<file path="src/rtl/layer_weight_store_pkg.sv">
// Shared constants for the layer weight store: boolean levels, layer-wide size
// defaults, FSM state encodings and an index-width helper.
package layer_weight_store_pkg;

    localparam logic TRUE  = 1'b1;
    localparam logic FALSE = 1'b0;

    localparam int unsigned DEFAULT_NODES            = 10;
    localparam int unsigned DEFAULT_WEIGHTS_PER_NODE = 10;
    localparam int unsigned DEFAULT_WEIGHT_WIDTH     = 8;

    localparam logic [1:0] IDLE = 2'd0;
    localparam logic [1:0] LOAD = 2'd1;
    localparam logic [1:0] FULL = 2'd2;

    // Index width for a count of n items, never narrower than one bit
    function automatic int unsigned idxWidth(input int unsigned n);
        return (n > 1) ? $clog2(n) : 1;
    endfunction

endpackage

</file>
<file path="src/rtl/weight_row_packer.sv">
// Serial-to-parallel packer: collects one weight per beat into a row.
// Ports:
//   clk, reset     clock, async active-high reset
//   clear          discard the partial row and restart at slot 0
//   beat           accept data into the current slot
//   data           weight for the current slot
//   row            partial row merged with the current data (slot 0 in LSBs)
//   row_done       this beat fills the last slot; row is complete this cycle
module weight_row_packer
    import layer_weight_store_pkg::*;
#(
    parameter int unsigned WEIGHTS_PER_NODE = DEFAULT_WEIGHTS_PER_NODE,
    parameter int unsigned WEIGHT_WIDTH     = DEFAULT_WEIGHT_WIDTH
) (
    input  logic                                 clk,
    input  logic                                 reset,
    input  logic                                 clear,
    input  logic                                 beat,
    input  logic [WEIGHT_WIDTH-1:0]              data,
    output logic [WEIGHTS_PER_NODE*WEIGHT_WIDTH-1:0] row,
    output logic                                 row_done
);

    localparam int unsigned SLOT_W = idxWidth(WEIGHTS_PER_NODE);
    localparam int unsigned ROW_W  = WEIGHTS_PER_NODE * WEIGHT_WIDTH;

    logic [SLOT_W-1:0] slotIdx;
    logic [ROW_W-1:0]  partialRow;
    logic              lastSlot;

    assign lastSlot = (32'(slotIdx) == WEIGHTS_PER_NODE - 1);
    assign row_done = beat & lastSlot;

    // Row as it would look with the current beat already in place, so the
    // completing beat can be committed on the same edge it is accepted
    always_comb begin
        row = partialRow;
        for (int i = 0; i < int'(WEIGHTS_PER_NODE); i++) begin
            if (32'(slotIdx) == 32'(i)) begin
                row[i*WEIGHT_WIDTH +: WEIGHT_WIDTH] = data;
            end
        end
    end

    always_ff @(posedge clk or posedge reset) begin
        if (reset) begin
            slotIdx    <= '0;
            partialRow <= '0;
        end else if (clear) begin
            slotIdx    <= '0;
            partialRow <= '0;
        end else if (beat) begin
            if (lastSlot) begin
                slotIdx    <= '0;
                partialRow <= '0;
            end else begin
                slotIdx    <= slotIdx + SLOT_W'(1);
                partialRow <= row;
            end
        end
    end

endmodule

</file>
<file path="src/rtl/layer_weight_store.sv">
// Weight memory for one fully-connected layer: NODES rows of WEIGHTS_PER_NODE
// weights, loaded serially over valid/ready and read a whole row at a time.
// Ports:
//   clk, reset              clock, async active-high reset
//   load_start              restart the load from row 0, slot 0
//   w_valid/w_data/w_ready  serial weight stream (ready only while loading)
//   loaded                  every row has been written since the last load_start
//   rd_en/rd_node           row read request
//   rd_data/rd_valid/rd_err row result one cycle later; rd_err flags bad index
module layer_weight_store
    import layer_weight_store_pkg::*;
#(
    parameter int unsigned NODES            = DEFAULT_NODES,
    parameter int unsigned WEIGHTS_PER_NODE = DEFAULT_WEIGHTS_PER_NODE,
    parameter int unsigned WEIGHT_WIDTH     = DEFAULT_WEIGHT_WIDTH,
    parameter int unsigned NODE_IDX_W       = idxWidth(NODES)
) (
    input  logic                                     clk,
    input  logic                                     reset,
    input  logic                                     load_start,
    input  logic                                     w_valid,
    input  logic [WEIGHT_WIDTH-1:0]                  w_data,
    output logic                                     w_ready,
    output logic                                     loaded,
    input  logic                                     rd_en,
    input  logic [NODE_IDX_W-1:0]                    rd_node,
    output logic [WEIGHTS_PER_NODE*WEIGHT_WIDTH-1:0] rd_data,
    output logic                                     rd_valid,
    output logic                                     rd_err
);

    localparam int unsigned ROW_W = WEIGHTS_PER_NODE * WEIGHT_WIDTH;

    logic [1:0]            state;
    logic [1:0]            stateNext;
    logic [NODE_IDX_W-1:0] rowIdx;
    logic [NODE_IDX_W-1:0] rowIdxNext;
    logic                  loadedNext;
    logic                  wReadyNext;
    logic                  beat;
    logic                  rowDone;
    logic                  lastRow;
    logic [ROW_W-1:0]      packedRow;
    logic [ROW_W-1:0]      rdRow;
    logic                  rdInRange;
    logic [ROW_W-1:0]      bank [NODES];

    // load_start wins over a beat presented in the same cycle
    assign beat    = w_valid & w_ready & ~load_start;
    assign lastRow = (32'(rowIdx) == NODES - 1);

    weight_row_packer #(
        .WEIGHTS_PER_NODE (WEIGHTS_PER_NODE),
        .WEIGHT_WIDTH     (WEIGHT_WIDTH)
    ) u_packer (
        .clk      (clk),
        .reset    (reset),
        .clear    (load_start),
        .beat     (beat),
        .data     (w_data),
        .row      (packedRow),
        .row_done (rowDone)
    );

    // Load FSM next-state and control
    always_comb begin
        stateNext  = state;
        rowIdxNext = rowIdx;
        loadedNext = loaded;
        case (state)
            IDLE:    if (load_start) stateNext = LOAD;
            LOAD:    if (rowDone && lastRow) stateNext = FULL;
            FULL:    if (load_start) stateNext = LOAD;
            default: stateNext = IDLE;
        endcase
        if (load_start) begin
            rowIdxNext = '0;
            loadedNext = FALSE;
        end else if (rowDone) begin
            // Stop at the last row instead of wrapping back to row 0
            if (lastRow) loadedNext = TRUE;
            else         rowIdxNext = rowIdx + NODE_IDX_W'(1);
        end
        wReadyNext = (stateNext == LOAD) ? TRUE : FALSE;
    end

    always_ff @(posedge clk or posedge reset) begin
        if (reset) begin
            state   <= IDLE;
            rowIdx  <= '0;
            loaded  <= FALSE;
            w_ready <= FALSE;
        end else begin
            state   <= stateNext;
            rowIdx  <= rowIdxNext;
            loaded  <= loadedNext;
            w_ready <= wReadyNext;
        end
    end

    // Row commit; a same-cycle read of this row sees the pre-edge contents
    always_ff @(posedge clk or posedge reset) begin
        if (reset) begin
            for (int i = 0; i < int'(NODES); i++) bank[i] <= '0;
        end else if (rowDone) begin
            for (int i = 0; i < int'(NODES); i++) begin
                if (32'(rowIdx) == 32'(i)) bank[i] <= packedRow;
            end
        end
    end

    // Read mux; out-of-range index yields zero
    always_comb begin
        rdRow     = '0;
        rdInRange = (32'(rd_node) < NODES);
        for (int i = 0; i < int'(NODES); i++) begin
            if (32'(rd_node) == 32'(i)) rdRow = bank[i];
        end
    end

    // Read register: rd_data holds its last value when no request is made
    always_ff @(posedge clk or posedge reset) begin
        if (reset) begin
            rd_data  <= '0;
            rd_valid <= FALSE;
            rd_err   <= FALSE;
        end else if (rd_en) begin
            rd_data  <= rdRow;
            rd_valid <= TRUE;
            rd_err   <= rdInRange ? FALSE : TRUE;
        end else begin
            rd_valid <= FALSE;
            rd_err   <= FALSE;
        end
    end

endmodule

</file>
<file path="config.mk">
export PLATFORM = sky130hd
export DESIGN_NAME = layer_weight_store
export DESIGN_NICKNAME = d
export VERILOG_FILES = /design/src/rtl/layer_weight_store_pkg.sv /design/src/rtl/weight_row_packer.sv /design/src/rtl/layer_weight_store.sv
export SDC_FILE = /design/constraint.sdc
export NUM_CORES = 2
export LEC_CHECK = 0
export CORE_ASPECT_RATIO = 0.8
export CORE_MARGIN = 3
export CORE_UTILIZATION = 35
export DETAILED_ROUTE_END_ITERATION = 10
export GPL_ROUTABILITY_DRIVEN = 0
export GPL_TIMING_DRIVEN = 0
export RECOVER_POWER = 25
export SYNTH_ARGS = -nofsm -noshare
export SYNTH_HDL_FRONTEND = slang
export SYNTH_SLANG_ARGS = --single-unit
</file>
<file path="constraint.sdc">
create_clock -name clk -period 31.3 [get_ports clk]
set_input_delay 4.695 -clock clk [delete_from_list [all_inputs] [get_ports clk]]
set_output_delay 4.695 -clock clk [all_outputs]
set_load 0.01 [all_outputs]
</file>
# [Word level (Yosys, flattened, before mapping)]
# Index checks and enable logic that the tools add are counted.
[word_totals] ff_bits=974 output_inout_bits=84 elab_cells=117 n_memories=0 latch_bits=0 romBits=0 ramBits=0 inputBits=17
[classes] order_cmp=1 bitwise=4 n_reduce_logical=21 eq_ne=31 muxes=39 multipliers=0 addsub=2 shifts=0 div_mod_pow=0
[op_table] operator="80-bit two-way mux" n=13
[op_table] operator="8-bit two-way mux" n=10
[op_table] operator="4-bit by 3-bit == test with 1-bit output (second input constant)" n=12
[op_table] operator="4-bit by 2-bit == test with 1-bit output (second input constant)" n=6
[op_table] operator="4-bit == test (second input constant)" n=6
[op_table] operator="4-bit two-way mux" n=6
[op_table] operator="2-bit AND reduction" n=12
[op_table] operator="4-bit by 1-bit == test with 1-bit output (second input constant)" n=3
[op_table] operator="4-bit logical NOT" n=3
[op_table] operator="4-bit by 1-bit adder with 4-bit output (second input constant)" n=2
[op_table] operator="1-bit two-way mux" n=7
[op_table] operator="2-bit nonzero test" n=3
[op_table] operator="2-bit by 1-bit == test with 1-bit output (second input constant)" n=2
[op_table] operator="4-bit < comparator (second input constant)" n=1
[op_table] operator="2-bit two-way mux" n=2
[op_table] operator="2-bit one-hot mux with 2 select lines" n=1
[op_table] operator="1-bit AND" n=3
[op_table] operator="2-bit == test (second input constant)" n=1
[op_table] operator="2-bit logical NOT" n=1
[op_table] operator="2-bit inequality test (second input constant)" n=1
[op_table] operator="2-bit OR reduction" n=1
[op_table] operator="1-bit logical AND" n=1
[op_table] operator="1-bit NOT" n=1

# [Longest topological paths before layout]
[depth] depth_word=11 ltp_mapped=9 ltp_nobuf=6

# [Modules after synthesis]
# From an unflattened synthesis, not the netlist that was laid out.
[unflattened] cells_unflattened=3743 area_unflattened_um2=44998.2
[modules_own_cells] module="layer_weight_store" area_each_um2=40278.6 seq_area_each_um2=22271.4 instances=1 cells_each=3307
[modules_own_cells] module="weight_row_packer" area_each_um2=4719.5 seq_area_each_um2=2102.0 instances=1 cells_each=436

# [Worst setup path after synthesis]
# No wires, ideal clock.
[synth_path] kind="input to register" from="input port rd_node[0]" to="register rd_data[39]" setup_ns=0.118 arrival_time_ns=6.234 slack_ns=24.948 stages=8 required_ns=31.182 n_path_buf=6 cell_sequence="buf_2 -> buf_2 -> buf_4 -> buf_4 -> buf_2 -> clkbuf_1 -> a21oi_1 -> a21o_1"
[synth_between] elab_chain_len=11 word_cells_on_any_way=20 classes_between="eq/ne: 9; mux: 10; reduce/logical: 1"
[synth_lines] element="from (decl)" line="layer_weight_store.sv:26" text="input logic [NODE_IDX_W-1:0] rd_node,"
[synth_lines] element="4-bit logical NOT" line="layer_weight_store.sv:117" text="if (32'(rd_node) == 32'(i)) rdRow = bank[i];"
[synth_lines] element="80-bit two-way mux (9 in series)" line="layer_weight_store.sv:117"
[synth_lines] element="80-bit two-way mux (*)" line="layer_weight_store.sv:117"
[synth_lines] element="to (signal assigned)" line="layer_weight_store.sv:128" text="rd_data <= rdRow;"
[synth_lines] element="to (decl)" line="layer_weight_store.sv:27" text="output logic [WEIGHTS_PER_NODE*WEIGHT_WIDTH-1:0] rd_data,"
# Every way passes the cells marked *; elsewhere a longest branch is shown, timed or not.
# A chain may end at the register's enable or synchronous reset.

==> impl_metrics.prom <==
# TYPE chip_impl_metric gauge
chip_impl_metric{name="globalRouteTotalUtil",unit="%"} 20.3
chip_impl_metric{name="power-per-cell-area",unit="mW/mm^2"} 52.7
chip_impl_metric{name="total_cts_buffers",unit=""} 99
chip_impl_info{name="min_path_type",value="reg -> reg"} 1
chip_impl_metric{name="floorplan.die.height",unit="um"} 328
chip_impl_metric{name="worst-r2r-setup-slack",unit="ns"} 27.89
chip_impl_metric{name="pin_count_of_the_biggest_net_entering_global_routing",unit=""} 42
chip_impl_metric{name="synth.distinct_cells",unit=""} 53
chip_impl_metric{name="route.final.wire_length",unit="mm"} 137
chip_impl_metric{name="wire_length_of_the_first_global_routing_pass",unit="mm"} 205
chip_impl_metric{name="detailedRoute.firstIterationViolations",unit=""} 2471
chip_impl_metric{name="worst_ep_arrival_time",unit="ns"} 11.77
chip_impl_metric{name="finalWorstSetupSlack",unit="ns"} 20.43
chip_impl_info{name="start_kind",value="input port"} 1
chip_impl_metric{name="fmax",unit="GHz"} 0.0920
chip_impl_metric{name="areaGrowthSynthToFinish",unit="%"} 15.3
chip_impl_metric{name="number_of_buffers_and_inverters_on_the_critical_path",unit=""} 11
chip_impl_metric{name="numClockSinks",unit=""} 974
chip_impl_metric{name="cts_max_path_buffers",unit=""} 3
chip_impl_info{name="worstSetupPathType",value="in -> async"} 1
chip_impl_info{name="cts_tree",value="built"} 1
chip_impl_metric{name="area.sequential",unit="mm^2"} 0.0244
chip_impl_info{name="status",value="complete, but fails checks"} 1
chip_impl_metric{name="yosys.area.top_type_share",unit="%"} 53.8
chip_impl_metric{name="fillerInstances",unit=""} 11900
chip_impl_metric{name="multi_input_combinational_cell_area",unit="mm^2"} 0.0193
chip_impl_metric{name="core_area",unit="mm^2"} 0.128
chip_impl_metric{name="syn_inst",unit=""} 3253
chip_impl_metric{name="cts.clk_slew.worst_paths",unit="ns"} 0.06
chip_impl_metric{name="place.port_buffers",unit=""} 91
chip_impl_metric{name="final_hpwl_dp",unit="mm"} 92.0
chip_impl_metric{name="postSynthAreaPerCell",unit="um^2"} 13.9
chip_impl_metric{name="timing.final.max_slew_violations",unit=""} 519
chip_impl_metric{name="finClkSkew",unit="ns"} 0.0256
chip_impl_metric{name="preCtsSetupSlack",unit="ns"} 22.30
chip_impl_info{name="critical_path.most_common_cell",value="sky130_fd_sc_hd__buf_12"} 1
chip_impl_metric{name="timing.critical_path.slowest_cell_delay",unit="ns"} 1.47
chip_impl_info{name="failing_checks",value="max-capacitance violations, max-slew violations"} 1
chip_impl_metric{name="clk-insertion-delay-late",unit="ns"} 0.71
chip_impl_metric{name="period_needed",unit="ns"} 10.87
chip_impl_metric{name="first_pass_iters",unit=""} 6
chip_impl_metric{name="actual_slew_at_the_worst_max_slew_pin",unit="ns"} 2.23
chip_impl_metric{name="initial_utilization",unit="%"} 35.4
chip_impl_metric{name="postSynth.asyncResetShare",unit="%"} 100
chip_impl_info{name="ys_top_cells_by_area",value="sky130_fd_sc_hd__dfrtp_1 (54%), sky130_fd_sc_hd__mux2_1 (11%), sky130_fd_sc_hd__mux2_4 (9.2%), sky130_fd_sc_hd__mux2_2 (3.9%), sky130_fd_sc_hd__mux4_2 (2.9%)"} 1
chip_impl_metric{name="grt_remaining_overflow",unit=""} 0
chip_impl_metric{name="post_cts.resized_instances",unit=""} 0
chip_impl_metric{name="ant_nets",unit=""} 0
chip_impl_metric{name="post-route-period-util",unit="%"} 34.7
chip_impl_info{name="critical_path_slowest_stage_cell",value="sky130_fd_sc_hd__clkbuf_1"} 1
chip_impl_metric{name="timing.hold.ws",unit="ns"} 0.485
chip_impl_metric{name="first_global_vias",unit=""} 29900
chip_impl_metric{name="io_pins",unit=""} 101
chip_impl_metric{name="area_enclosed_by_the_die_boundary",unit="mm^2"} 0.134
chip_impl_info{name="synth.most_common_cell",value="sky130_fd_sc_hd__dfrtp_1"} 1
chip_impl_info{name="setup.worst_path.end_class",value="async pin"} 1
chip_impl_metric{name="average_wire_per_standard_cell",unit="um"} 26.0
chip_impl_metric{name="synth_edf_count",unit=""} 0
chip_impl_metric{name="synth_seq_cells",unit=""} 974
chip_impl_metric{name="tns",unit="ns"} 0
chip_impl_metric{name="drc",unit=""} 0
chip_impl_metric{name="detail_route.vias_per_cell",unit=""} 5.55
chip_impl_info{name="postSynth.topFlopCell",value="sky130_fd_sc_hd__dfrtp_1"} 1
chip_impl_info{name="post_synth_most_frequent_cells",value="sky130_fd_sc_hd__dfrtp_1 (974), sky130_fd_sc_hd__mux2_1 (439), sky130_fd_sc_hd__mux2_4 (277), sky130_fd_sc_hd__clkbuf_1 (196), sky130_fd_sc_hd__nor2_1 (170)"} 1
chip_impl_info{name="crit_family",value="buffers and inverters"} 1
chip_impl_metric{name="syn_nets",unit=""} 3274
chip_impl_metric{name="synthesis.yosys.warnings",unit=""} 0
chip_impl_metric{name="antenna_found_initial",unit=""} 13
chip_impl_metric{name="route.vias.total",unit=""} 29300
chip_impl_metric{name="htreeDepth",unit=""} 3
chip_impl_info{name="rsz0062_at_grt",value="false"} 1
chip_impl_metric{name="die_w",unit="um"} 408
chip_impl_metric{name="setup_violation_total_in_the_final_timing_report",unit=""} 0
chip_impl_metric{name="relSlewSlack",unit="%"} -49.0
chip_impl_metric{name="layout_cell_share_with_drive_strength_beyond_1",unit="%"} 23.3
chip_impl_metric{name="peakVddDrop",unit="uV"} 40.1
chip_impl_info{name="yosys.area.top_type",value="sky130_fd_sc_hd__dfrtp_1"} 1
chip_impl_metric{name="critPathRequiredTime",unit="ns"} 32.20
chip_impl_metric{name="dp_area",unit="mm^2"} 0.0490
chip_impl_metric{name="finish.net_count",unit=""} 3497
chip_impl_metric{name="core.rowCount",unit=""} 117
chip_impl_metric{name="number_of_hold_slack_violations_in_the_final_timing_report",unit=""} 0
chip_impl_metric{name="power_leakage",unit="nW"} 26.1
chip_impl_metric{name="cap_viol_max_count",unit=""} 14
chip_impl_metric{name="path_max_fanout",unit=""} 37
chip_impl_metric{name="netlist_area",unit="mm^2"} 0.0453
chip_impl_metric{name="area_of_all_placed_cells_without_fillers",unit="mm^2"} 0.0522
chip_impl_info{name="critical_path.cell_chain",value="dlygate4sd3_1, clkinvlp_2, clkbuf_1, clkbuf_1, clkbuf_1, buf_12, buf_12, buf_12, buf_12, buf_12, buf_12"} 1
chip_impl_metric{name="cts_hold_buf",unit=""} 0
chip_impl_metric{name="post_cts_setup_buffer_count",unit=""} 0
chip_impl_info{name="cts_root_buf",value="sky130_fd_sc_hd__clkbuf_16"} 1
chip_impl_metric{name="synth_sequential_area_ratio",unit="%"} 53.8
[logic make-up (layout without fill, tap and decap cells)]
logic type / after synthesis / in the layout / synth area share (%)
muxes: 1055 / 1055 / 29.7
DFF: 974 / 974 / 53.8
AOI/OAI and AO/OA: 623 / 623 / 9.86
buffers and inverters: 338 / 640 / 3.63
and+or+nand+nor: 255 / 255 / 2.81
adders and majority gates: 4 / 4 / 0.111
xor gates and xnor gates: 4 / 4 / 0.0774
other: 0 / 2 / 0
[through the flow]
| step | total power, mW | instances | util, % |
|---|---|---|---|
| 3_5_place_dp | 1.50 | 5100 | 38.3 |
| 6_report | 2.75 | 5282 | 40.8 |
| 4_1_cts | 2.77 | 5280 | 41.0 |
| 3_3_place_gp | 1.49 | 5069 | 37.8 |
| 2_1_floorplan | 1.41 | 3253 | - |
| 5_1_grt | 2.83 | 5281 | 40.8 |
[placed cells by master, fill, tap and decap left out, types with 5 or more instances in the layout]
| master | Yosys | final |
|---|---|---|
| sky130_fd_sc_hd__buf_6 | 33 | 33 |
| sky130_fd_sc_hd__o32ai_1 | 21 | 21 |
| sky130_fd_sc_hd__a221oi_1 | 59 | 59 |
| sky130_fd_sc_hd__a222oi_1 | 20 | 20 |
| sky130_fd_sc_hd__o2bb2ai_1 | 21 | 21 |
| sky130_fd_sc_hd__clkbuf_1 | 196 | 216 |
| sky130_fd_sc_hd__a31oi_1 | 21 | 21 |
| sky130_fd_sc_hd__dfrtp_1 | 974 | 974 |
| sky130_fd_sc_hd__mux2i_1 | 124 | 124 |
| sky130_fd_sc_hd__clkbuf_2 | 0 | 8 |
| sky130_fd_sc_hd__a21oi_1 | 122 | 121 |
| sky130_fd_sc_hd__clkdlybuf4s50_1 | 0 | 87 |
| sky130_fd_sc_hd__and2_1 | 9 | 9 |
| sky130_fd_sc_hd__o22ai_1 | 121 | 121 |
| sky130_fd_sc_hd__clkbuf_8 | 0 | 19 |
| sky130_fd_sc_hd__buf_1 | 10 | 10 |
| sky130_fd_sc_hd__mux2_1 | 439 | 439 |
| sky130_fd_sc_hd__a22o_1 | 72 | 72 |
| sky130_fd_sc_hd__a22oi_1 | 60 | 60 |
| sky130_fd_sc_hd__a221o_1 | 21 | 21 |
| sky130_fd_sc_hd__mux2_4 | 277 | 277 |
| sky130_fd_sc_hd__bufinv_16 | 0 | 13 |
| sky130_fd_sc_hd__clkinv_2 | 0 | 27 |
| sky130_fd_sc_hd__buf_2 | 91 | 91 |
| sky130_fd_sc_hd__clkbuf_16 | 0 | 100 |
| sky130_fd_sc_hd__nand2b_1 | 5 | 5 |
| sky130_fd_sc_hd__nor2_1 | 170 | 169 |
| sky130_fd_sc_hd__nand2_1 | 34 | 34 |
| sky130_fd_sc_hd__buf_12 | 0 | 14 |
| sky130_fd_sc_hd__mux4_2 | 59 | 59 |
| sky130_fd_sc_hd__nor4b_4 | 5 | 6 |
| sky130_fd_sc_hd__o21ai_0 | 22 | 22 |
| sky130_fd_sc_hd__mux2_2 | 156 | 156 |
| sky130_fd_sc_hd__a21o_1 | 60 | 60 |
[worst paths after layout]
| check | cells past startpoint | start | endpoint |
|---|---|---|---|
| max | 11 | reset | bank[136] |
| min | 1 | bank[538] | bank[538] |
| max reg2reg | 6 | w_ready | bank[157] |
| min reg2reg | 1 | bank[538] | bank[538] |
| max in group clk | 8 | rd_node[2] | rd_data[2] |
| min in group asynchronous | 2 | reset | rd_data[1] |
[layout make-up]
type	count	area share, %
plain buffers	333	3.13
repair buffers	122	2.49
clock inverters	47	1.19
inverters	5	0.0384
flip-flops and latches	974	46.7
clock buffers	133	5.40
diodes	2	0.00959
well taps	1725	4.13
multi-input cells	1941	36.9
[registers in the layout, indices dropped and copies added (netlist names)]
register / cells
bank: 800
loaded: 1
rd_data: 80
rd_err: 1
rd_valid: 1
rowIdx: 4
state: 2
u_packer.partialRow: 80
u_packer.slotIdx: 4
w_ready: 1
[report_power, final]
part	switching [mW]	total, mW	internal (mW)
combinational	0.129	0.191	0.0617
sequential	0.0127	1.28	1.27
clock	0.534	1.27	0.740
[layer usage]
layer / part of all wire (%) / GRT usage, %
met5: 0.050 / 0
met4: 2.1 / 4.84
met3: 8.5 / 5.22
met2: 41 / 28.6
met1: 48 / 30.8
Power figures use the tool's default switching activity.
